`src/rtl/mmu_access_unit.sv`:
```
// Turns one CPU load/store of byte..double size at any byte address into full-word imc beats.
// Optional feature macro: MMU_UNALIGNED_EN (split beats for word-crossing accesses).
module mmu_access_unit #(
    parameter int unsigned XLEN       = 32,
    parameter int unsigned ADDR_WIDTH = 32
) (
    input  logic                  clk,
    input  logic                  reset,
    input  logic                  read_enable,
    input  logic                  write_enable,
    input  logic                  signed_read,
    input  logic [1:0]            data_width,
    input  logic [ADDR_WIDTH-1:0] address,
    input  logic [XLEN-1:0]       data_in,
    output logic                  busy,
    output logic                  done,
    output logic                  fault,
    output logic [XLEN-1:0]       data_out,
    input  logic                  imc_mem_ready,
    input  logic [XLEN-1:0]       imc_data_out,
    output logic                  imc_read_enable,
    output logic                  imc_write_enable,
    output logic [ADDR_WIDTH-1:0] imc_address,
    output logic [XLEN-1:0]       imc_data_in
);
    localparam int unsigned W    = XLEN / 8;
    localparam int unsigned OFFW = $clog2(W);

    typedef enum logic [2:0] {
        StIdle = 3'd0,
        StRdLo = 3'd1,
        StWrLo = 3'd2,
        StDone = 3'd3
`ifdef MMU_UNALIGNED_EN
        , StRdHi = 3'd4,
        StWrHi = 3'd5
`endif
    } state_e;

    state_e                state_q;
    logic                  req_write_q;
    logic                  req_signed_q;
    logic [1:0]            req_width_q;
    logic [OFFW-1:0]       req_off_q;
    logic [ADDR_WIDTH-1:0] req_lo_q;
    logic [XLEN-1:0]       req_data_q;
    logic [XLEN-1:0]       lo_buf_q;
`ifdef MMU_UNALIGNED_EN
    logic                  req_aligned_q;
    logic [XLEN-1:0]       hi_buf_q;
    logic [ADDR_WIDTH-1:0] hi_addr;
    logic [XLEN-1:0]       wr_hi_word;
`endif

    logic [OFFW-1:0]       acc_off;
    int unsigned           acc_bytes;
    logic                  acc_aligned;
    logic                  acc_fault;
    logic [ADDR_WIDTH-1:0] acc_lo;
    logic [2*XLEN-1:0]     load_pair;
    logic [XLEN-1:0]       load_result;
    logic [XLEN-1:0]       wr_lo_word;

    // Pick n bytes from {hi, lo} starting at byte off, then zero- or sign-extend.
    function automatic logic [XLEN-1:0] extract_load(input logic [2*XLEN-1:0] pair,
                                                     input logic [OFFW-1:0] off,
                                                     input logic [1:0] width,
                                                     input logic sgn);
        logic [2*XLEN-1:0] shifted;
        logic [XLEN-1:0]   result;
        logic              sign;
        int unsigned       nbytes;
        nbytes  = 32'd1 << width;
        shifted = pair >> {off, 3'b000};
        result  = '0;
        sign    = 1'b0;
        for (int unsigned i = 0; i < W; i++) begin
            if (i < nbytes) begin
                result[8*i +: 8] = shifted[8*i +: 8];
                sign             = shifted[8*i + 7];
            end else if (sgn && nbytes < W) begin
                result[8*i +: 8] = {8{sign}};
            end
        end
        return result;
    endfunction

    function automatic logic [XLEN-1:0] merge_lo(input logic [XLEN-1:0] word,
                                                 input logic [OFFW-1:0] off,
                                                 input logic [1:0] width,
                                                 input logic [XLEN-1:0] data);
        logic [XLEN-1:0] result;
        int unsigned     nbytes;
        int unsigned     o;
        nbytes = 32'd1 << width;
        o      = 32'(off);
        result = word;
        for (int unsigned i = 0; i < W; i++) begin
            if (i >= o && i < o + nbytes) result[8*i +: 8] = data[8*(i-o) +: 8];
        end
        return result;
    endfunction

`ifdef MMU_UNALIGNED_EN
    // Bytes that spilled past the low word land at the bottom of the high word.
    function automatic logic [XLEN-1:0] merge_hi(input logic [XLEN-1:0] word,
                                                 input logic [OFFW-1:0] off,
                                                 input logic [1:0] width,
                                                 input logic [XLEN-1:0] data);
        logic [XLEN-1:0] result;
        int unsigned     nbytes;
        int unsigned     o;
        nbytes = 32'd1 << width;
        o      = 32'(off);
        result = word;
        for (int unsigned i = 0; i < W; i++) begin
            if (i + W < o + nbytes) result[8*i +: 8] = data[8*(i+W-o) +: 8];
        end
        return result;
    endfunction
`endif

    always_comb begin
        acc_off     = address[OFFW-1:0];
        acc_bytes   = 32'd1 << data_width;
        acc_aligned = (32'(acc_off) + acc_bytes) <= W;
        acc_fault   = (XLEN == 32) && (data_width == 2'd3);
`ifndef MMU_UNALIGNED_EN
        if (!acc_aligned) acc_fault = 1'b1;
`endif
        acc_lo      = {address[ADDR_WIDTH-1:OFFW], {OFFW{1'b0}}};
`ifdef MMU_UNALIGNED_EN
        hi_addr     = req_lo_q + ADDR_WIDTH'(W);
        load_pair   = (state_q == StRdHi) ? {imc_data_out, lo_buf_q}
                                          : {{XLEN{1'b0}}, imc_data_out};
        wr_hi_word  = merge_hi(hi_buf_q, req_off_q, req_width_q, req_data_q);
`else
        load_pair   = {{XLEN{1'b0}}, imc_data_out};
`endif
        load_result = extract_load(load_pair, req_off_q, req_width_q, req_signed_q);
        wr_lo_word  = merge_lo((state_q == StRdLo) ? imc_data_out : lo_buf_q,
                               req_off_q, req_width_q, req_data_q);
    end

    always_ff @(posedge clk) begin
        if (reset) begin
            state_q          <= StIdle;
            busy             <= 1'b0;
            done             <= 1'b0;
            fault            <= 1'b0;
            data_out         <= '0;
            imc_read_enable  <= 1'b0;
            imc_write_enable <= 1'b0;
            imc_address      <= '0;
            imc_data_in      <= '0;
            req_write_q      <= 1'b0;
            req_signed_q     <= 1'b0;
            req_width_q      <= '0;
            req_off_q        <= '0;
            req_lo_q         <= '0;
            req_data_q       <= '0;
            lo_buf_q         <= '0;
`ifdef MMU_UNALIGNED_EN
            req_aligned_q    <= 1'b0;
            hi_buf_q         <= '0;
`endif
        end else begin
            unique case (state_q)
                StIdle: begin
                    if (read_enable || write_enable) begin
                        busy         <= 1'b1;
                        data_out     <= '0;
                        req_write_q  <= write_enable;
                        req_signed_q <= signed_read;
                        req_width_q  <= data_width;
                        req_off_q    <= acc_off;
                        req_lo_q     <= acc_lo;
                        req_data_q   <= data_in;
`ifdef MMU_UNALIGNED_EN
                        req_aligned_q <= acc_aligned;
`endif
                        imc_address  <= acc_lo;
                        if (acc_fault) begin
                            state_q <= StDone;
                            done    <= 1'b1;
                            fault   <= 1'b1;
                        end else if (write_enable && acc_bytes == W) begin
                            state_q          <= StWrLo;
                            imc_write_enable <= 1'b1;
                            imc_data_in      <= data_in;
                        end else begin
                            state_q         <= StRdLo;
                            imc_read_enable <= 1'b1;
                        end
                    end
                end
                StRdLo: begin
                    if (imc_mem_ready) begin
                        lo_buf_q <= imc_data_out;
`ifdef MMU_UNALIGNED_EN
                        if (!req_aligned_q) begin
                            state_q     <= StRdHi;
                            imc_address <= hi_addr;
                        end else
`endif
                        if (req_write_q) begin
                            state_q          <= StWrLo;
                            imc_read_enable  <= 1'b0;
                            imc_write_enable <= 1'b1;
                            imc_data_in      <= wr_lo_word;
                        end else begin
                            state_q         <= StDone;
                            imc_read_enable <= 1'b0;
                            data_out        <= load_result;
                            done            <= 1'b1;
                        end
                    end
                end
`ifdef MMU_UNALIGNED_EN
                StRdHi: begin
                    if (imc_mem_ready) begin
                        hi_buf_q        <= imc_data_out;
                        imc_read_enable <= 1'b0;
                        if (req_write_q) begin
                            state_q          <= StWrLo;
                            imc_write_enable <= 1'b1;
                            imc_address      <= req_lo_q;
                            imc_data_in      <= wr_lo_word;
                        end else begin
                            state_q  <= StDone;
                            data_out <= load_result;
                            done     <= 1'b1;
                        end
                    end
                end
                StWrHi: begin
                    if (imc_mem_ready) begin
                        state_q          <= StDone;
                        imc_write_enable <= 1'b0;
                        done             <= 1'b1;
                    end
                end
`endif
                StWrLo: begin
                    if (imc_mem_ready) begin
`ifdef MMU_UNALIGNED_EN
                        if (!req_aligned_q) begin
                            state_q     <= StWrHi;
                            imc_address <= hi_addr;
                            imc_data_in <= wr_hi_word;
                        end else
`endif
                        begin
                            state_q          <= StDone;
                            imc_write_enable <= 1'b0;
                            done             <= 1'b1;
                        end
                    end
                end
                StDone: begin
                    state_q <= StIdle;
                    done    <= 1'b0;
                    fault   <= 1'b0;
                    busy    <= 1'b0;
                end
                default: state_q <= StIdle;
            endcase
        end
    end

endmodule

```
`config.mk`:
```
export PLATFORM = sky130hd
export DESIGN_NAME = mmu_access_unit
export DESIGN_NICKNAME = d
export VERILOG_FILES = /design/src/rtl/mmu_access_unit.sv
export SDC_FILE = /design/constraint.sdc
export NUM_CORES = 1
export LEC_CHECK = 0
export BUFFER_PORTS_ARGS = -buffer_cell sky130_fd_sc_hd__buf_2
export CAP_MARGIN = 15
export CELL_PAD_IN_SITES_DETAIL_PLACEMENT = 1
export CELL_PAD_IN_SITES_GLOBAL_PLACEMENT = 2
export CORE_ASPECT_RATIO = 1.5
export CORE_MARGIN = 1.5
export CORE_UTILIZATION = 25
export CTS_CLUSTER_SIZE = 25
export DETAILED_ROUTE_END_ITERATION = 12
export HOLD_SLACK_MARGIN = 0.03
export MAX_ROUTING_LAYER = met4
export PLACE_DENSITY_LB_ADDON = 0.1
export SYNTH_ARGS = -nofsm -noshare
export SYNTH_HDL_FRONTEND = slang
export SYNTH_SLANG_ARGS = --single-unit
```
`constraint.sdc`:
```
create_clock -name clk -period 4.2 [get_ports clk]
set_input_delay 0.63 -clock clk [delete_from_list [all_inputs] [get_ports clk]]
set_output_delay 0.63 -clock clk [all_outputs]
set_load 0.02 [all_outputs]
```
==> flow_metrics.env, run 1 <==
export IMPL_met2WireLength_um=13600
export IMPL_synth_ff_type="dfxtp_1"
export IMPL_path_buf_inv=1
export IMPL_route_met3_wl_um=1760
export IMPL_final_nets=1111
export IMPL_ys_top_cells_by_count="nand2_1, dfxtp_1, a21oi_1"
export IMPL_drive_gt1_frac=0.316
export IMPL_rsz0062_at_grt="no"
export IMPL_route_detailed_drc=0
export IMPL_slew_violations=0
export IMPL_min_period_over_period=0.737
export IMPL_io_pins=205
export IMPL_hold_ws_ns=0.425
export IMPL_cts_inserted_buffers=17
export IMPL_yosys_warnings=0
export IMPL_yosysSeqAreaShare=0.392
export IMPL_cts_buffer_depth=2
export IMPL_viasPerCell=4.92
export IMPL_yosysMostFrequentCell="nand2_1"
export IMPL_crit_family="compound AO/OA/AOI/OAI gates"
export IMPL_synth_cells=815
export IMPL_synth_seq_cells=139
export IMPL_critPathArrivalTime_ns=3.42
export IMPL_critical_path_max_fanout=22
export IMPL_initialDrtViolationCount=244
export IMPL_synth_edf_count=0
export IMPL_overflow=0
export IMPL_syn2layout_area_growth_pct=26.9
export IMPL_gp_congestion=0.732
export IMPL_die_x_um=141
export IMPL_cts_tree="yes"
export IMPL_wirelength_um=27600
export IMPL_worstMarginPinSlew_ns=0.981
export IMPL_synthArstFlopShare=0
export IMPL_clkTransAtPathRegs_ns=0.07
export IMPL_seqPwrFrac=0.315
export IMPL_slowest_delay_ns=0.83
export IMPL_die_h_um=209
export IMPL_initial_core_util=0.254
export IMPL_dr_total_vias=6652
export IMPL_mappedNetlistArea_mm2=0.00710
export IMPL_post_route_min_period_ns=3.10
export IMPL_cts_sinks=139
export IMPL_switchingPower_mw=2.73
export IMPL_antenna_found_initial=1
export IMPL_setup_viol=0
export IMPL_drt_pass1_iter_count=4
export IMPL_ys_types=56
export IMPL_root_buffer="clkbuf_16"
export IMPL_switching_share=0.433
export IMPL_hold_viol=0
export IMPL_crit_type="reg2reg"
export IMPL_max_slew_margin=0.346
export IMPL_power_density_mw_per_mm2=698
export IMPL_fillers=3334
export IMPL_slowest_stage="dfxtp_1"
export IMPL_synth_top_area_frac=0.392
export IMPL_ant_nets=0
export IMPL_grt_usage=0.196
export IMPL_post_dp_hpwl_um=20500
export IMPL_wire_per_inst_um=20.4
export IMPL_drv_cap=0
export IMPL_syn_avg_cell_area_um2=8.71
export IMPL_worstPathCellList="nor2_1, ha_1, inv_1, fa_1, a21boi_0, a221o_1, a21oi_1, o21ai_0, a32o_1"
export IMPL_intPower_mw=3.56
export IMPL_fmax_mhz=323
export IMPL_synth_top_area_cell="dfxtp_1"
export IMPL_pwr_share_clk=0.241
export IMPL_finalSetupTns_ns=0
export IMPL_cts_setup_buffers=0
export IMPL_numPortBuffers=202
export IMPL_combPwrFrac=0.444
export IMPL_top_layer="met4"
export IMPL_hold_class="in2reg"
export IMPL_post_cts_resized=0
export IMPL_peakVddDrop_mv=0.298
export IMPL_die_area_mm2=0.0294
export IMPL_row_count=75
export IMPL_endpoint_kind="register"
export IMPL_status="completed"
export IMPL_grt_max_degree=59
export IMPL_crit_required_ns=4.52
export IMPL_htreeDepth=4
export IMPL_skew_ns=0.00660
export IMPL_grt_pass1_vias=6874
export IMPL_wl_met1_um=11700
export IMPL_hold_buffers=0
export IMPL_core_mm2=0.0280
export IMPL_start_kind="register"
export IMPL_synth_area_leaders="dfxtp_1, nand2_1, mux4_2"
export IMPL_grt_pass1_wl_um=42100
export IMPL_clk_insertion_delay_late_ns=0.43
export IMPL_p_leak_nw=3.83
## final cells by class
type,instances,area [µm²],area share
Antenna cell,1,2.50,0.000278
Clock buffer,17,425,0.0472
Clock inverter,15,148,0.0164
Inverter,14,52.6,0.00583
Multi-Input combinational cell,602,4010,0.445
Sequential cell,139,2790,0.310
Tap cell,346,433,0.0481
Timing Repair Buffer,218,1150,0.127
## state kept, by name, indices dropped and copies added (netlist names)
name              count
imc_write_enable      1
req_write_q           1
fault                 1
state_q               2
imc_address          30
req_data_q           32
done                  1
busy                  1
req_width_q           2
imc_data_in          32
req_off_q             2
data_out             32
req_signed_q          1
imc_read_enable       1
## placed cells by master, fill, tap and decap left out, drive strengths merged, types with 3 or more instances in the layout
master      n
nor2b       6
a22o       23
a21oi      92
a32o        8
mux2i      46
dfxtp     139
nand2b     11
mux2       10
o21ai      55
clkinv      8
nand3      18
clkinvlp    3
mux4       25
a32oi       6
nand2     195
a211oi      7
clkbuf     17
inv        16
nor2       38
a221oi      3
or2         9
buf       218
ha         13
## kinds of logic after synthesis
| kind of cell | count (synthesis) | synth area share |
|---|---|---|
| AO/OA/AOI/OAI | 213 | 0.193 |
| buffers and inverters | 75 | 0.0480 |
| other | 1 | 0.000528 |
| multiplexers | 81 | 0.160 |
| AND/OR/NAND/NOR | 290 | 0.177 |
| XOR/XNOR | 1 | 0.00123 |
| flip-flops | 139 | 0.392 |
| adder cells (fa/ha/maj) | 15 | 0.0286 |
## worst paths after layout
| path | start | cells after the start | slack, ns | end |
|---|---|---|---|---|
| max | req_width_q[1] | 9 | 1.10 | imc_data_in[12] |
| max reg2reg | req_width_q[1] | 9 | 1.10 | imc_data_in[12] |
| min | address[21] | 3 | 0.42 | imc_address[21] |
| min reg2reg | data_out[11] | 2 | 0.45 | data_out[11] |
## worst min-delay path, delay by kind of cell
family | cells | cell delay, ns
AOI/OAI and AO/OA | 1 | 0.05
buffers and inverters | 1 | 0.10
and+or+nand+nor | 1 | 0.04
## power by group through the flow
stage / Sequential [mW] / Combinational (mW) / Clock (mW)
after global placement: 2.01 / 2.84 / 0
after floorplan: 2.24 / 1.57 / 0
final: 1.98 / 2.79 / 1.51
after detailed placement: 2.01 / 2.86 / 0
after CTS: 1.99 / 2.86 / 1.57
after global routing: 2.04 / 3.08 / 1.62
## stage by stage
stage / std cells / power, mW / setup slack, ns / utilization / cell area (µm²)
after floorplan: 816 / 3.81 / 1.26 / - / 7100
after global placement: 1319 / 4.85 / 0.700 / 0.301 / 8430
after detailed placement: 1319 / 4.87 / 0.667 / 0.301 / 8430
after CTS: 1351 / 6.42 / 1.06 / 0.322 / 9000
after global routing: 1352 / 6.73 / 0.872 / 0.322 / 9010
final: 1352 / 6.29 / 1.10 / 0.322 / 9010
## per-layer routing
| layer | track usage | vias to the layer above |
|---|---|---|
| li1 | - | 3236 |
| met1 | 0.227 | 3186 |
| met2 | 0.332 | 203 |
| met3 | 0.0500 | 27 |
| met4 | 0.0618 | 0 |
| met5 | - | - |
No activity file was read; power rests on OpenSTA's default activity.
==> run 2, diff against run 1 <==
- clock period: 4.2 -> 2.94 ns (I/O delays scaled with it)
==> run 2 against run 1 <==
Compared with the run above: final cell count grew 1.0%; total power rose by 46%; wire length rose by 0.81%.
==> flow_metrics.env, run 2 (same netlist as run 1, synthesis figures left out) <==
export IMPL_min_period_over_period=0.872
export IMPL_ant_nets=0
export IMPL_cts_inserted_buffers=17
export IMPL_hold_viol=0
export IMPL_total_power_mw=9.17
export IMPL_max_slew_margin=0.218
export IMPL_top_regs="data_out (32), imc_data_in (32), req_data_q (32)"
export IMPL_post_cts_resized=0
export IMPL_cts_tree="yes"
export IMPL_critical_path_max_fanout=12
export IMPL_post_dp_hpwl_um=20700
export IMPL_io_pins=205
export IMPL_rr_endpoint="imc_data_in[10]"
export IMPL_skew_ns=0.00804
export IMPL_power_density_mw_per_mm2=1000
export IMPL_slew_violations=0
export IMPL_reg2reg_depth=8
export IMPL_clk_insertion_delay_late_ns=0.43
export IMPL_p_leak_nw=3.92
export IMPL_dr_total_vias=6654
export IMPL_hold_path_cell_count=3
export IMPL_hold_start="address[14]"
export IMPL_grt_max_degree=61
export IMPL_fillers=3382
export IMPL_drive_gt1_frac=0.324
export IMPL_antenna_found_initial=4
export IMPL_r2r_start="req_off_q[0]"
export IMPL_cts_buffer_depth=2
export IMPL_initial_core_util=0.254
export IMPL_core_mm2=0.0280
export IMPL_grt_pass1_vias=6961
export IMPL_drt_pass1_iter_count=4
export IMPL_row_count=75
export IMPL_route_detailed_drc=0
export IMPL_crit_required_ns=3.26
export IMPL_hold_class="in2reg"
export IMPL_final_nets=1122
export IMPL_grt_pass1_wl_um=42500
export IMPL_final_cell_mix="buf_2, nand2_1, dfxtp_1"
export IMPL_clkTransAtPathRegs_ns=0.06
export IMPL_worstMarginPinSlew_ns=1.17
export IMPL_finalSetupTns_ns=0
export IMPL_initialDrtViolationCount=283
export IMPL_die_area_mm2=0.0294
export IMPL_rrSetupSlack_ns=0.38
export IMPL_viasPerCell=4.87
export IMPL_cts_sinks=139
export IMPL_gp_congestion=0.782
export IMPL_hold_buffers=0
export IMPL_rsz0062_at_grt="no"
export IMPL_cts_setup_buffers=0
export IMPL_start_kind="register"
export IMPL_die_x_um=141
export IMPL_critPathArrivalTime_ns=2.89
export IMPL_die_h_um=209
export IMPL_wirelength_um=27800
export IMPL_setup_viol=0
export IMPL_final_common_cell="buf_2"
export IMPL_peakVddDrop_mv=0.537
export IMPL_grt_usage=0.198
export IMPL_htreeDepth=4
export IMPL_status="completed"
export IMPL_endpoint_kind="register"
export IMPL_root_buffer="clkbuf_16"
export IMPL_post_route_min_period_ns=2.56
export IMPL_overflow=0
export IMPL_whs_endpoint="imc_address[14]"
export IMPL_crit_type="reg2reg"
export IMPL_syn2layout_area_growth_pct=29.2
export IMPL_fmax_mhz=390
export IMPL_wire_per_inst_um=20.4
export IMPL_drv_cap=0
export IMPL_numPortBuffers=202
run 2: changes by cell type in the layout (fill, tap and decap cells not counted), moves of 2 or more:
cell / delta
buf_4: +6
clkbuf_8: +3
clkinvlp_4: -2
inv_6: -2
buf_12: +4
diode_2: +3
run 2: area by class of cell:
| cell class | instances | area [µm²] | area share |
|---|---|---|---|
| tap | 346 | 433 | 0.0472 |
| timing repair buffer | 229 | 1290 | 0.140 |
| antenna | 4 | 10.0 | 0.00109 |
| clock inverter | 11 | 116 | 0.0127 |
| sequential | 139 | 2790 | 0.304 |
| multi-input combinational | 602 | 4010 | 0.438 |
| inverter | 14 | 52.6 | 0.00573 |
| clock buffer | 21 | 470 | 0.0513 |
run 2: power breakdown:
| part | total, mW | internal, mW | switching [mW] |
|---|---|---|---|
| sequential | 2.83 | 2.41 | 0.421 |
| clock | 2.22 | 1.31 | 0.904 |
| combinational | 4.12 | 1.53 | 2.59 |
| total | 9.17 | 5.26 | 3.91 |
run 2: stage by stage:
step	instances	setup slack [ns]	util	cell area, µm²	hold WS, ns
after floorplan	816	0.0107	-	7100	0.453
after global placement	1329	-0.0735	0.306	8560	0.438
after detailed placement	1329	-0.104	0.306	8560	0.440
after CTS	1361	0.342	0.327	9150	0.219
after global routing	1366	0.220	0.328	9170	0.235
final	1366	0.377	0.328	9170	0.237
run 2: worst max-delay path, cell delays in order, from the launching register on:
cell and delay (ns):
dfxtp_4 0.45, ha_1 0.22, inv_1 0.06, fa_1 0.50, a21boi_0 0.16, a221o_1 0.46
a21oi_1 0.19, o21ai_0 0.14, a32o_1 0.26
run 2: worst max path at each step:
| stage | start | endpoint | cells after the start |
|---|---|---|---|
| 2_1_floorplan | req_off_q[1] | imc_data_in[16] | 10 |
| 3_3_place_gp | data_width[0] | imc_data_in[18] | 11 |
| 3_5_place_dp | data_width[0] | imc_data_in[17] | 11 |
| 4_1_cts | data_width[0] | imc_data_in[17] | 11 |
| 5_1_grt | req_off_q[0] | imc_data_in[10] | 8 |
| 6_report | req_off_q[0] | imc_data_in[10] | 8 |
run 2: metal layers:
metal,GRT usage,routed length [µm],vias up
met3,0.0472,1460,21
met1,0.229,11800,3188
li1,-,-,3258
met2,0.342,14100,187
met5,-,0,-
met4,0.0560,427,0
